## src/rtl/cdc_bus_tx.sv

```systemverilog
// Source-side 4-phase req/ack bus transmitter: holds a word on tx_data, raises tx_req, waits
// for synchronized ack, then return-to-zero. Optional phase timeout: CDC_BUS_TX_TIMEOUT_EN.
module cdc_bus_tx #(
    parameter int unsigned WIDTH          = 8,
    parameter int unsigned SYNC_CYCLE     = 2,
    parameter int unsigned TIMEOUT_CYCLES = 1024
) (
    input  logic             clk,
    input  logic             rst,
    input  logic             in_valid,
    output logic             in_ready,
    input  logic [WIDTH-1:0] in_data,
    output logic             tx_req,
    output logic [WIDTH-1:0] tx_data,
    input  logic             rx_ack,
    output logic             done,
    output logic             err
);

    typedef enum logic [1:0] {
        StIdle = 2'd0,
        StReq  = 2'd1,
        StDrop = 2'd2
    } state_e;

    state_e            state_q, state_d;
    logic [SYNC_CYCLE-1:0] sync_q;
    logic              ack_s;
    logic              tx_req_d;
    logic [WIDTH-1:0]  tx_data_d;
    logic              done_d;
    logic              err_d;
    logic              timeout;

    // rx_ack is asynchronous to clk; only the last stage is ever looked at.
    always_ff @(posedge clk or posedge rst) begin
        if (rst) begin
            sync_q <= '0;
        end else begin
            sync_q <= {sync_q[SYNC_CYCLE-2:0], rx_ack};
        end
    end

    assign ack_s = sync_q[SYNC_CYCLE-1];

`ifdef CDC_BUS_TX_TIMEOUT_EN
    localparam int unsigned CntW = $clog2(TIMEOUT_CYCLES);

    logic [CntW-1:0] cnt_q, cnt_d;

    // Fires on the edge at which the phase count would reach TIMEOUT_CYCLES-1.
    assign timeout = (cnt_q == CntW'(TIMEOUT_CYCLES - 2));

    always_comb begin
        cnt_d = '0;
        if (state_q != StIdle && state_d == state_q) begin
            cnt_d = cnt_q + CntW'(1);
        end
    end

    always_ff @(posedge clk or posedge rst) begin
        if (rst) begin
            cnt_q <= '0;
        end else begin
            cnt_q <= cnt_d;
        end
    end
`else
    assign timeout = 1'b0;
`endif

    always_comb begin
        state_d   = state_q;
        tx_req_d  = tx_req;
        tx_data_d = tx_data;
        done_d    = 1'b0;
        err_d     = 1'b0;
        case (state_q)
            StIdle: begin
                if (in_valid) begin
                    tx_data_d = in_data;
                    tx_req_d  = 1'b1;
                    state_d   = StReq;
                end
            end
            StReq: begin
                if (ack_s) begin
                    tx_req_d = 1'b0;
                    done_d   = 1'b1;
                    state_d  = StDrop;
                end else if (timeout) begin
                    tx_req_d = 1'b0;
                    err_d    = 1'b1;
                    state_d  = StIdle;
                end
            end
            StDrop: begin
                if (!ack_s) begin
                    state_d = StIdle;
                end else if (timeout) begin
                    err_d   = 1'b1;
                    state_d = StIdle;
                end
            end
            default: begin
                tx_req_d = 1'b0;
                state_d  = StIdle;
            end
        endcase
    end

    always_ff @(posedge clk or posedge rst) begin
        if (rst) begin
            state_q <= StIdle;
            tx_req  <= 1'b0;
            tx_data <= '0;
            done    <= 1'b0;
            err     <= 1'b0;
        end else begin
            state_q <= state_d;
            tx_req  <= tx_req_d;
            tx_data <= tx_data_d;
            done    <= done_d;
            err     <= err_d;
        end
    end

    assign in_ready = (state_q == StIdle);

endmodule
```

## config.mk

```make
export PLATFORM = sky130hd
export DESIGN_NAME = cdc_bus_tx
export DESIGN_NICKNAME = d
export VERILOG_FILES = /design/src/rtl/cdc_bus_tx.sv
export SDC_FILE = /design/constraint.sdc
export NUM_CORES = 1
export LEC_CHECK = 0
export ABC_AREA = 1
export CAP_MARGIN = 5
export CORE_MARGIN = 5
export CORE_UTILIZATION = 39
export DETAILED_ROUTE_END_ITERATION = 7
export PLACE_DENSITY_LB_ADDON = 0.25
export SETUP_SLACK_MARGIN = 0.3
export SLEW_MARGIN = 20
export SYNTH_ARGS = -nofsm -noshare
export SYNTH_HDL_FRONTEND = slang
export SYNTH_SLANG_ARGS = --single-unit
```

## constraint.sdc

```tcl
create_clock -name clk -period 1.39 [get_ports clk]
set_clock_uncertainty 0.2 [all_clocks]
set_input_delay 0.278 -clock clk [delete_from_list [all_inputs] [get_ports clk]]
set_output_delay 0.278 -clock clk [all_outputs]
set_load 0.1 [all_outputs]
```

==> impl_metrics.csv <==
group,metric,value,unit
logic_synthesis,synthCells,56,
clocking,clock-sinks,14,
die,chipHeight,47.70,um
worst_setup_path,crit_required,0.91,ns
worst_setup_path,critPathSlowestCell,"dfrtp_2",
clocking,root_buffer,"clkbuf_4",
outcome,outcome,"finished, violations left",
clocking,ctsHtreeMaxLevel,1,
timing,holdWs,0.1000,ns
clocking,cts_buffers,3,
placed_design,gp_congestion,0.6486,
clocking,clk_latency,0.28,ns
cells_and_area,final_area,1085,um^2
global_route,grt_max_degree,15,
placed_design,dp_hpwl,884.1,um
logic_synthesis,synth_cell_types,13,
clocking,cts.clk_slew.worst_paths,0.09,ns
die,design.core.area,1318,um^2
timing,period_needed,1.534,ns
global_route,grt-ovfl-total,0,
logic_synthesis,syn_area_per_cell,9.898,um^2
cells_and_area,area_delta_synth_final,95.71,%
logic_synthesis,yosysWarnings,0,
clocking,cts_tree,"built",
timing,max_clock_freq,652.0,MHz
timing,setup_viol,11,
worst_setup_path,critPathLaunchType,"register",
drt,drc,0,
worst_setup_path,path_cells,"nor2_8 > buf_12",
clocking,clock_path_buffers,2,
logic_synthesis,synth_top_area_cell,"dfrtp_1",
worst_setup_path,r2r_cells,6,
worst_setup_path,crit_arrival,1.06,ns
drt,via_per_inst,4.933,
worst_setup_path,max_stage_delay,0.46,ns
drt,drt_iter0_drc,7,
cells_and_area,diodes,0,
drt,ant_nets,0,
outcome,violations,"negative setup slack",
logic_synthesis,syn-cell-area,554.3,um^2
placed_design,dp_worst_setup_slack,-0.01186,ns
die,start_util,42.07,%
worst_setup_path,crit_family,"flip-flops",
timing,slew_viol_final,0,
die,core.rowCount,13,
worst_setup_path,cp_num_buf_inv,1,
global_route,antenna_found_initial,0,
cells_and_area,drive_above_1_share,53.93,%
timing,finalHoldViolCount,0,
logic_synthesis,synth_top_area_share,63.21,%
global_route,grt_use_total,13.51,%
placed_design,place_area,959.7,um^2
global_route,grt_pass1_wl,1973,um
placed_design,port_buffers,22,
logic_synthesis,ys_top_cells_by_area,"dfrtp_1 (63%), nand2_1 (12%), nand3_1 (7.2%), nor2_8 (3.6%), inv_1 (3.4%)",
worst_setup_path,setup.worst_path.class,"reg2out",
min_path,min_path_type,"in2async",
drt,wl_per_cell,14.73,um
logic_synthesis,synth_fp_nets,68,
drt,firstDrtPassIters,4,
logic_synthesis,synth-seq-cells,14,
global_route,grt_pass1_vias,468,
worst_setup_path,crit_cells,2,
die,pin_count,24,
cells_and_area,final_nets,102,
logic_synthesis,ys_seq_area_share,63.21,%
worst_setup_path,worst_setup_path_end_kind,"output port",
die,die-width,47.70,um
timing,fin_crit_sh,110.3,%
flow_run,maxCapViolCount,0,
timing,rsz0062_at_grt,"true",
clocking,cts_hold_buf,0,
worst_setup_path,path_max_fanout,3,
timing,fin_ws,-0.1438,ns
drt,wl,1532,um
drt,vias,513,
die,die-area,2275,um^2
per-stage QoR:
stage / setup TNS [ns] / instances / utilization [%]
2_1_floorplan: -0.1328 / 56 / -
3_3_place_gp: 0 / 95 / 72.84
3_5_place_dp: -0.01360 / 95 / 72.84
4_1_cts: -0.5996 / 101 / 76.35
5_1_grt: -1.025 / 104 / 82.34
6_report: -0.5838 / 104 / 82.34
placed cells by master (no fill, tap or decap):
master,n
buf_4,6
nand2_8,2
a21oi_2,2
buf_8,1
clkbuf_4,3
nand2_1,10
buf_6,1
dfrtp_2,2
o21ai_2,1
nor2_1,3
dfrtp_4,10
dfrtp_1,2
buf_12,11
nor2_8,1
clkdlybuf4s50_1,11
nand3_1,8
conb_1,1
clkbuf_1,1
nand2_2,8
inv_1,5
worst min-delay path, delay by kind of cell:
family	cells	cell delay [ns]
buffers and inverters	3	0.67
kinds of logic (layout without fill, tap and decap cells):
family	after synthesis	count (layout)	synth area share, %
simple gates	31	32	27.09
flops	14	14	63.21
buf+inv	7	39	5.643
compound gates	3	3	3.385
other cells	1	1	0.6766
final cells by class:
class	count	area [um^2]
Clock buffer	4	26.28
Fill cell	79	232.7
Inverter	5	18.77
Multi-Input combinational cell	36	229.0
Sequential cell	14	390.4
Tap cell	15	18.77
Timing Repair Buffer	30	401.6
sequential cells by signal, summed over array words and instances, names as in the netlist:
name,cells
done,1
sync_q,2
tx_req,1
state_q,2
tx_data,8
path summary, 6_finish.rpt:
kind                                 start         end  slack (ns)
worst max-delay path            state_q[0]    in_ready       -0.14
worst min-delay path                   rst  tx_data[2]        0.10
worst max register to register  state_q[0]  tx_data[0]        0.01
worst min register to register   sync_q[0]   sync_q[1]        0.15
max in group asynchronous              rst      tx_req        0.69
min in group clk                 sync_q[0]   sync_q[1]        0.15
timing repair:
action	CTS	global route
endpoints found under the hold margin	0	0
setup endpoints to repair	21	23
pin swaps	3	2
setup buffers	2	2
resized for setup	2	14
cloned	0	1
layer usage:
layer,global-route usage (%),up-vias,routed length [um]
met2,21.64,16,858
li1,-,241,-
met5,0,-,0
met4,11.29,0,17
met1,14.62,254,566
met3,3.759,2,90
synth_stat cells (all sizes together):
library cell and count:
nand2 19, dfrtp 14, a21oi 2, inv 5, buf 2, o21ai 1
conb 1, nand3 8, nor2 4
Power is left out: the tool's default activity adds up to more than one toggle a clock period on the data nets, which glitch-free logic cannot reach.
